==> src/rtl/mips_pkg.sv <==
// Shared types for the MIPS fetch-stage PC sequencer.
// Latency: n/a (types, constants and a helper function only).
// Backpressure: n/a.
package mips_pkg;

    // Sequencer states: BOOT is a single-cycle launch, FETCH owns the imem
    // request, HOLD parks the fetched instruction while decode stalls.
    typedef enum logic [1:0] {
        ST_BOOT  = 2'd0,
        ST_FETCH = 2'd1,
        ST_HOLD  = 2'd2
    } seq_state_t;

    // Redirect causes, encoded so that a numerically larger value wins.
    typedef enum logic [1:0] {
        RD_NONE   = 2'd0,
        RD_JUMP   = 2'd1,
        RD_BRANCH = 2'd2,
        RD_EXC    = 2'd3
    } redirect_cause_t;

    localparam logic [31:0] PC_STEP = 32'd4;

    // True when cause a strictly outranks cause b.
    function automatic logic cause_outranks(input redirect_cause_t a,
                                            input redirect_cause_t b);
        return (a > b);
    endfunction

endpackage

==> src/rtl/pc_redirect_sel.sv <==
// Priority select of redirect cause/target (exc > branch > jump) and rank check vs the pending cause.
// Latency: combinational, zero cycles.
// Backpressure: none; pure function of its inputs.
module pc_redirect_sel
    import mips_pkg::*;
#(
    parameter logic [31:0] EXC_VECTOR = 32'h0000_0180
) (
    input  logic            exc,
    input  logic            branch_taken,
    input  logic [31:0]     branch_target,
    input  logic            jump,
    input  logic [31:0]     jump_target,
    input  redirect_cause_t pend_cause,
    output redirect_cause_t cause,
    output logic [31:0]     target,
    output logic            outranks_pend
);

    // Highest-priority active request decides cause and target.
    always_comb begin
        cause  = RD_NONE;
        target = 32'h0;
        if (exc) begin
            cause  = RD_EXC;
            target = EXC_VECTOR;
        end else if (branch_taken) begin
            cause  = RD_BRANCH;
            target = branch_target;
        end else if (jump) begin
            cause  = RD_JUMP;
            target = jump_target;
        end
        outranks_pend = cause_outranks(cause, pend_cause);
    end

endmodule

==> src/rtl/pc_sequencer.sv <==
// Next-PC controller: sequences imem fetches and picks next PC (exc > branch > jump > +4); records EPC.
// Latency: pc_next combinational; instr/instr_valid one cycle after imem_ack; one instr per cycle on back-to-back acks.
// Backpressure: holds PC while imem_ack is low or stall is high; optional watchdog via PC_SEQ_TIMEOUT_EN.
module pc_sequencer
    import mips_pkg::*;
#(
    parameter logic [31:0] RESET_VECTOR   = 32'h0000_0000,
    parameter logic [31:0] EXC_VECTOR     = 32'h0000_0180,
    parameter int unsigned TIMEOUT_CYCLES = 16
) (
    input  logic        clk,
    input  logic        reset,
    input  logic [31:0] pc_cur,
    output logic [31:0] pc_next,
    input  logic        stall,
    input  logic        branch_taken,
    input  logic [31:0] branch_target,
    input  logic        jump,
    input  logic [31:0] jump_target,
    input  logic        exc,
    output logic        imem_req,
    output logic [31:0] imem_addr,
    input  logic        imem_ack,
    input  logic [31:0] imem_rdata,
    output logic        instr_valid,
    output logic [31:0] instr,
    output logic [31:0] epc,
    output logic        fetch_err
);

    // A zero-cycle watchdog would fire before any memory could answer.
    if (TIMEOUT_CYCLES < 1) begin : g_bad_timeout
        $error("pc_sequencer: TIMEOUT_CYCLES must be at least 1");
    end

    seq_state_t      state, state_nxt;
    redirect_cause_t pend_cause, pend_cause_nxt;
    logic [31:0]     pend_target, pend_target_nxt;
    logic            instr_valid_nxt;
    logic [31:0]     instr_nxt;
    logic [31:0]     epc_nxt;
    logic            timeout_hit;

    redirect_cause_t new_cause;
    logic [31:0]     new_target;
    logic            new_wins;
    redirect_cause_t eff_cause;
    logic [31:0]     eff_target;

    pc_redirect_sel #(
        .EXC_VECTOR (EXC_VECTOR)
    ) u_sel (
        .exc           (exc),
        .branch_taken  (branch_taken),
        .branch_target (branch_target),
        .jump          (jump),
        .jump_target   (jump_target),
        .pend_cause    (pend_cause),
        .cause         (new_cause),
        .target        (new_target),
        .outranks_pend (new_wins)
    );

    // The pending redirect stands unless a strictly higher-priority one arrives.
    always_comb begin
        eff_cause  = pend_cause;
        eff_target = pend_target;
        if (new_wins) begin
            eff_cause  = new_cause;
            eff_target = new_target;
        end
    end

`ifdef PC_SEQ_TIMEOUT_EN
    localparam int unsigned CNT_W = $clog2(TIMEOUT_CYCLES) + 1;
    logic [CNT_W-1:0] to_cnt;

    assign timeout_hit = (state == ST_FETCH) && !imem_ack
                         && (to_cnt == CNT_W'(TIMEOUT_CYCLES - 1));

    // Watchdog counts consecutive unanswered FETCH cycles; one-cycle error pulse on expiry.
    always_ff @(posedge clk) begin
        if (reset) begin
            to_cnt    <= '0;
            fetch_err <= 1'b0;
        end else begin
            fetch_err <= timeout_hit;
            if ((state == ST_FETCH) && !imem_ack && !timeout_hit) begin
                to_cnt <= to_cnt + 1'b1;
            end else begin
                to_cnt <= '0;
            end
        end
    end
`else
    assign timeout_hit = 1'b0;
    assign fetch_err   = 1'b0;
`endif

    // Next-state, next-PC and register-update decisions.
    always_comb begin
        state_nxt       = state;
        pc_next         = pc_cur;
        imem_req        = 1'b0;
        imem_addr       = pc_cur;
        pend_cause_nxt  = pend_cause;
        pend_target_nxt = pend_target;
        instr_valid_nxt = instr_valid;
        instr_nxt       = instr;
        epc_nxt         = epc;

        unique case (state)
            ST_BOOT: begin
                pc_next         = RESET_VECTOR;
                instr_valid_nxt = 1'b0;
                pend_cause_nxt  = RD_NONE;
                state_nxt       = ST_FETCH;
            end

            ST_FETCH: begin
                imem_req        = 1'b1;
                instr_valid_nxt = 1'b0;
                if (timeout_hit) begin
                    pc_next        = EXC_VECTOR;
                    epc_nxt        = pc_cur;
                    pend_cause_nxt = RD_NONE;
                end else if (!imem_ack) begin
                    // Keep requesting the same address; remember the best redirect seen.
                    if (new_wins) begin
                        pend_cause_nxt  = new_cause;
                        pend_target_nxt = new_target;
                        if (new_cause == RD_EXC) begin
                            epc_nxt = pc_cur;
                        end
                    end
                end else if (eff_cause != RD_NONE) begin
                    // Fetched word belongs to the wrong path: drop it.
                    pc_next        = eff_target;
                    pend_cause_nxt = RD_NONE;
                    if (new_wins && (new_cause == RD_EXC)) begin
                        epc_nxt = pc_cur;
                    end
                end else begin
                    instr_nxt       = imem_rdata;
                    instr_valid_nxt = 1'b1;
                    if (stall) begin
                        state_nxt = ST_HOLD;
                    end else begin
                        pc_next = pc_cur + PC_STEP;
                    end
                end
            end

            ST_HOLD: begin
                if (new_cause != RD_NONE) begin
                    pc_next         = new_target;
                    instr_valid_nxt = 1'b0;
                    state_nxt       = ST_FETCH;
                    if (new_cause == RD_EXC) begin
                        epc_nxt = pc_cur;
                    end
                end else if (!stall) begin
                    pc_next         = pc_cur + PC_STEP;
                    instr_valid_nxt = 1'b0;
                    state_nxt       = ST_FETCH;
                end
            end

            default: begin
                state_nxt = ST_BOOT;
            end
        endcase

        // Reset dominates the combinational outputs regardless of state.
        if (reset) begin
            pc_next  = RESET_VECTOR;
            imem_req = 1'b0;
        end
    end

    // State, pending redirect, fetched instruction and EPC registers.
    always_ff @(posedge clk) begin
        if (reset) begin
            state       <= ST_BOOT;
            pend_cause  <= RD_NONE;
            pend_target <= 32'h0;
            instr_valid <= 1'b0;
            instr       <= 32'h0;
            epc         <= 32'h0;
        end else begin
            state       <= state_nxt;
            pend_cause  <= pend_cause_nxt;
            pend_target <= pend_target_nxt;
            instr_valid <= instr_valid_nxt;
            instr       <= instr_nxt;
            epc         <= epc_nxt;
        end
    end

endmodule

==> config.mk <==
export PLATFORM = sky130hd
export DESIGN_NAME = pc_sequencer
export DESIGN_NICKNAME = d
export VERILOG_FILES = /design/src/rtl/mips_pkg.sv /design/src/rtl/pc_redirect_sel.sv /design/src/rtl/pc_sequencer.sv
export SDC_FILE = /design/constraint.sdc
export NUM_CORES = 1
export LEC_CHECK = 0
export ABC_AREA = 1
export CAP_MARGIN = 25
export CORE_MARGIN = 8
export CORE_UTILIZATION = 59
export CTS_BUF_LIST = sky130_fd_sc_hd__clkbuf_4 sky130_fd_sc_hd__clkbuf_8 sky130_fd_sc_hd__clkbuf_16
export CTS_CLUSTER_DIAMETER = 150
export DETAILED_ROUTE_END_ITERATION = 7
export DONT_BUFFER_PORTS = 1
export HOLD_SLACK_MARGIN = 0.12
export MAX_ROUTING_LAYER = met4
export PLACE_DENSITY_LB_ADDON = 0.12
export SYNTH_ARGS = -nofsm -noshare
export SYNTH_HDL_FRONTEND = slang
export SYNTH_SLANG_ARGS = --single-unit
==> constraint.sdc <==
create_clock -name clk -period 3 [get_ports clk]
set_clock_uncertainty 0.2 [all_clocks]
set_input_delay 0.6 -clock clk [delete_from_list [all_inputs] [get_ports clk]]
set_output_delay 0.6 -clock clk [all_outputs]
set_load 0.02 [all_outputs]
Word-level counts from Yosys, hierarchy flattened
Index checks and enable logic that the tools add are counted.
Widths: inputs -> output; s select.
{"block": "word_totals", "ff_bits": 101, "latch_bits": 0, "ram_bits": 0, "mem_bits_ro": 0, "inputBits": 135, "n_memories": 0}
{"block": "classes", "add_sub_neg": 1, "n_mul": 0, "n_div": 0, "n_lt_le_gt_ge": 1, "eq_ne": 11, "n_shift": 0, "mux": 37, "bitwise": 2, "n_reduce_logical": 13}
{"cell": "$mux 32", "count": 15}
{"cell": "$pmux 32 s3", "count": 1}
{"cell": "$pmux 32 s2", "count": 1}
{"cell": "$add 32x3->32 const B", "count": 1}
{"cell": "$mux 2", "count": 10}
{"cell": "$ne 3x3->1 const B", "count": 4}
{"cell": "$ne 2x2->1 const B", "count": 4}
{"cell": "$reduce_bool 2->1", "count": 4}
{"cell": "$mux 1", "count": 7}
{"cell": "$pmux 2 s3", "count": 1}
{"cell": "$reduce_and 2->1", "count": 3}
{"cell": "$reduce_and 5->1", "count": 1}
{"cell": "$eq 2x2->1 const B", "count": 2}
{"cell": "$pmux 2 s2", "count": 1}
{"cell": "$reduce_and 4->1", "count": 1}
{"cell": "$pmux 1 s3", "count": 1}
{"cell": "$reduce_and 3->1", "count": 1}
{"cell": "$reduce_bool 3->1", "count": 1}
{"cell": "$eq 2x1->1 const B", "count": 1}
{"cell": "$gt 2x2->1", "count": 1}
{"cell": "$logic_not 2->1", "count": 1}
{"cell": "$not 1->1", "count": 2}
{"cell": "$logic_and 1x1->1", "count": 1}

Logic depth before layout (Yosys ltp)
{"block": "depth", "depth_word": 10, "ltp_mapped": 19}

Hierarchy
Synthesis repeated with hierarchy kept, for this count alone.
{"block": "unflattened", "hier_cells": 1192, "area_unflattened_um2": 7667.4}
{"module": "pc_sequencer", "instances": 1, "cells_per_inst": 1068, "area_per_inst_um2": 6726.5, "seq_area_each_um2": 2021.9}
{"module": "pc_redirect_sel", "instances": 1, "cells_per_inst": 124, "area_per_inst_um2": 940.9, "seq_area_each_um2": 0.0}

Least setup slack after synthesis
No wires, ideal clock.
{"block": "synth_path", "path_type": "in2out", "from": "input branch_taken", "to": "output pc_next[18]", "t_arrival_ps": 2484, "t_required_ps": 2200, "setup_slack_ps": -284, "stages": 14, "path_cell_list": "buf_4 -> inv_2 -> nand2_1 -> nand2_1 -> inv_1 -> ha_1 -> nand2_1 -> a21boi_4 -> buf_2 -> buf_2 -> o21ai_0 -> nand2_1 -> nand3_1 -> a21oi_1"}
{"block": "synth_between", "elab_chain_cells": 9, "elab_cells_between_ends": 14, "cone_classes": "order compare: 1; mux: 11; reduce/logical: 2"}
{"item": "start, declared", "line": "pc_sequencer.sv:16", "rtl": "input logic branch_taken,"}
{"item": "$mux 2", "line": "pc_redirect_sel.sv:27", "rtl": "end else if (branch_taken) begin"}
{"item": "$mux 2", "line": "pc_redirect_sel.sv:24", "rtl": "if (exc) begin"}
{"item": "$gt 2x2->1", "line": "mips_pkg.sv:27", "rtl": "return (a > b);"}
{"item": "$mux 2"}
{"item": "$reduce_bool 2->1", "line": "pc_sequencer.sv:136", "rtl": "end else if (eff_cause != RD_NONE) begin"}
{"item": "$mux 32", "line": "pc_sequencer.sv:136"}
{"item": "$mux 32", "line": "pc_sequencer.sv:127", "rtl": "end else if (!imem_ack) begin"}
{"item": "$pmux 32 s3 *", "line": "pc_sequencer.sv:112", "rtl": "unique case (state)"}
{"item": "$mux 32 *", "line": "pc_sequencer.sv:175", "rtl": "if (reset) begin"}
{"item": "end, declared", "line": "pc_sequencer.sv:14", "rtl": "output logic [31:0] pc_next,"}
Mark *: on every way between the ends. The rest lies on a longest branch, timed or not.

Worst setup path in the final report
{"block": "layout_path", "from": "input branch_taken", "to": "output pc_next[17]"}
Same word-level chain as after synthesis.

==> flow_summary_export.csv <==
group,metric,value,unit
status,status,"finished, violations left",
status,violations,"negative setup slack",
synthesis,syn_area,7180,um2
global_routing,grt_max_degree,51,
worst_setup_path,worstSetupPathType,"primary input to output pin",
clock_network,cts_root_buf,"clkbuf_16",
worst_setup_path,cp_slowest_stage_delay,270,ps
route,first_pass_iters,5,
timing,hold_viol_final,0,
route,drt_iter0_markers,857,
clock_network,clock_latency,360,ps
timing,finalSetupViolCount,33,
synthesis,synthTopCellsByArea,"dfxtp_1 (28%), nand2_1 (18%), a21oi_1 (11%)",
layout,post_layout_nonfiller_instances,1340,
synthesis,synthArstFlopShare,0,%
timing,slew_viol_final,0,
place,io_buffers,0,
worst_setup_path,critPathMaxFanout,35,
worst_setup_path,crit_family,"simple AND/OR/NAND/NOR gates",
route,drt-total-wl,27100,um
worst_setup_path,crit_chain,"inv_12, nand2_4, nand2_2, inv_2, ha_4, nand2_4, a21boi_4, nand2_2, nand3_4, nor2_4, buf_6, inv_6, nor2_4, nor2_1, nor2_1, nor2_2, buf_6",
synthesis,synth.top_cell.area_share,28.2,%
layout,insertedDiodeCount,0,
worst_setup_path,cp.arrival,2360,ps
layout,final_area,8660,um2
clock_network,path_clk_slew,70,ps
worst_setup_path,end_kind,"output pin",
synthesis,yosysTopAreaCell,"dfxtp_1",
route,avgRoutedWirePerCell,20.2,um
place,dpl.cell_count,1294,
worst_setup_path,slowest_stage,"ha_4",
die,placeableCoreArea,12000,um2
route,ant_nets,0,
timing,timing.final.ws_setup,-156,ps
die,start_util,60.0,%
layout,num-fill-cells,991,
synthesis,syn_nets,1338,
layout,seqCellArea,2030,um2
route,highest_layer,"met4",
global_routing,grt_first_pass_wirelength,41000,um
timing,fin_crit_sh,105,%
clock_network,h-tree-depth,3,
synthesis,synth_edf_count,0,
power,finalPower,3810,uW
route,avgViaCountPerCell,6.19,
synthesis,yosysMostFrequentCell,"nand2_1",
die,ioPinCount,266,
global_routing,grt_antenna_before_repair,0,
synthesis,ys_seq_area_share,28.2,%
clock_network,cts.path.max_buffers,2,
layout,nets,1327,
synthesis,yosys_warnings,0,
place,finalWeightedCongestion,0.965,
clock_network,cts_tree,"built",
die,chipHeight,126,um
worst_setup_path,required,2200,ps
layout,syn2layout_area_growth,20.7,%
route,wl_met3,2900,um
timing,period_needed,3160,ps
worst_setup_path,path_buf_inv,5,
job,drv_cap,0,
timing,worstMarginPinSlew,693,ps
die,dieArea,15900,um2
synthesis,ys.flop_type,"dfxtp_1",
route,drc,0,
power,irDropWorstVdd,0.000489,V
clock_network,cts_buffers,9,
die,rows,40,
place,dp_hpwl,19200,um
worst_setup_path,start_kind,"primary input",
global_routing,grt-ovfl-total,0,
min_path,hold_path_class,"primary input to register",
timing,fmax,0.317,GHz
route,routed-wl-met2,13000,um
place,dpl_cell_area,7600,um2
clock_network,clock-sinks,101,
timing,hold_ws,176,ps
timing,tns,-1950,ps
power,p_leak,0.00367,uW
synthesis,synth_cells,1199,
power,power_density,440,nW/um2
route,met1Wirelength,9740,um
global_routing,gr-usage-all-layers,32.9,%
synthesis,synth_cell_type_count,39,
layout,drive_gt1_share,21.8,%
synthesis,synth_common_cells,"nand2_1 (342), a21oi_1 (154), o21ai_0 (149)",
die,die_w,126,um
global_routing,grt_pass1_vias,7713,
synthesis,syn_avg_cell_area,5.99,um2
route,vias,8300,
timing,rsz0062_at_grt,"yes",
layout,multi_input_area,4970,um2
timing,maxSlewHeadroom,53.7,%
synthesis,ys_ff_latch,101,
[what timing repair did]
item                       CTS  global route
hold endpoints to repair    35             0
cloned                       1             0
pin swaps                   48            55
hold buffers                 1             0
setup endpoints to repair   32            33
resized for setup           89            62
buffers inserted            26             6
[state kept, by name, indices dropped and copies added (netlist names)]
name	count
epc	32
instr	32
pend_target	32
pend_cause	2
state	2
instr_valid	1
[metal layers]
layer / track usage [%] / vias to the layer above
met1: 34.8 / 3808
met4: 18.5 / 0
li1: - / 3883
met2: 54.0 / 507
met5: - / -
met3: 10.3 / 102
[stage by stage]
step	worst slack [ps]	util, %
after CTS	-99.6	70.7
after detailed placement	-117	63.6
final	-156	72.4
after floorplan	-139	-
after global routing	-250	72.4
after global placement	-110	63.6
[power by group]
group / switching, uW / leakage (uW) / internal, uW / total, uW
combinational: 701 / 0.00270 / 417 / 1120
clock: 574 / 0.000139 / 589 / 1160
sequential: 106 / 0.000825 / 1420 / 1530
total: 1380 / 0.00367 / 2430 / 3810
[logic make-up after synthesis]
family,share of synthesized area [%]
simple gates,32.7
compound gates,23.6
buf+inv,13.1
flops,28.2
xor+xnor,1.71
fa+ha+maj,0.697
other cells,0.0523
[worst paths after layout]
path	slack (ps)	end	start	cells past startpoint
min	180	epc[20]	pc_cur[20]	2
max	-160	pc_next[17]	branch_taken	17
min reg2reg	310	pend_target[8]	pend_target[8]	2
max reg2reg	-40	pend_cause[0]	pend_cause[1]	20
[layout make-up]
class,count,share of cell area [%]
Tap cell,147,2.12
Clock inverter,6,0.621
Timing Repair Buffer,89,9.92
Multi-Input combinational cell,906,57.4
Inverter,81,3.84
Sequential cell,101,23.4
Clock buffer,10,2.69
[worst reg2reg max path: stages, from the launching register on]
cell and delay (ps):
dfxtp_2 340, inv_2 50, ha_4 260, nand2_4 70, a21boi_4 240, nand2_2 130, buf_6 130, buf_4 120
buf_4 130, buf_6 100, buf_4 120, buf_4 130, buf_4 120, buf_4 120, buf_4 130, buf_4 130
buf_4 120, buf_4 120, nand2_2 50, nand2_2 50, a21oi_2 130
[layout by cell type, fill, tap and decap left out, drive strengths merged, types with 11 or more instances in the layout]
master,n
nand2,346
a21oi,154
o21ai,153
dfxtp,101
nand3,95
nor2,91
buf,89
inv,83
xor2,14
a31oi,13
nand4,11
Power figures use the tool's default switching activity.
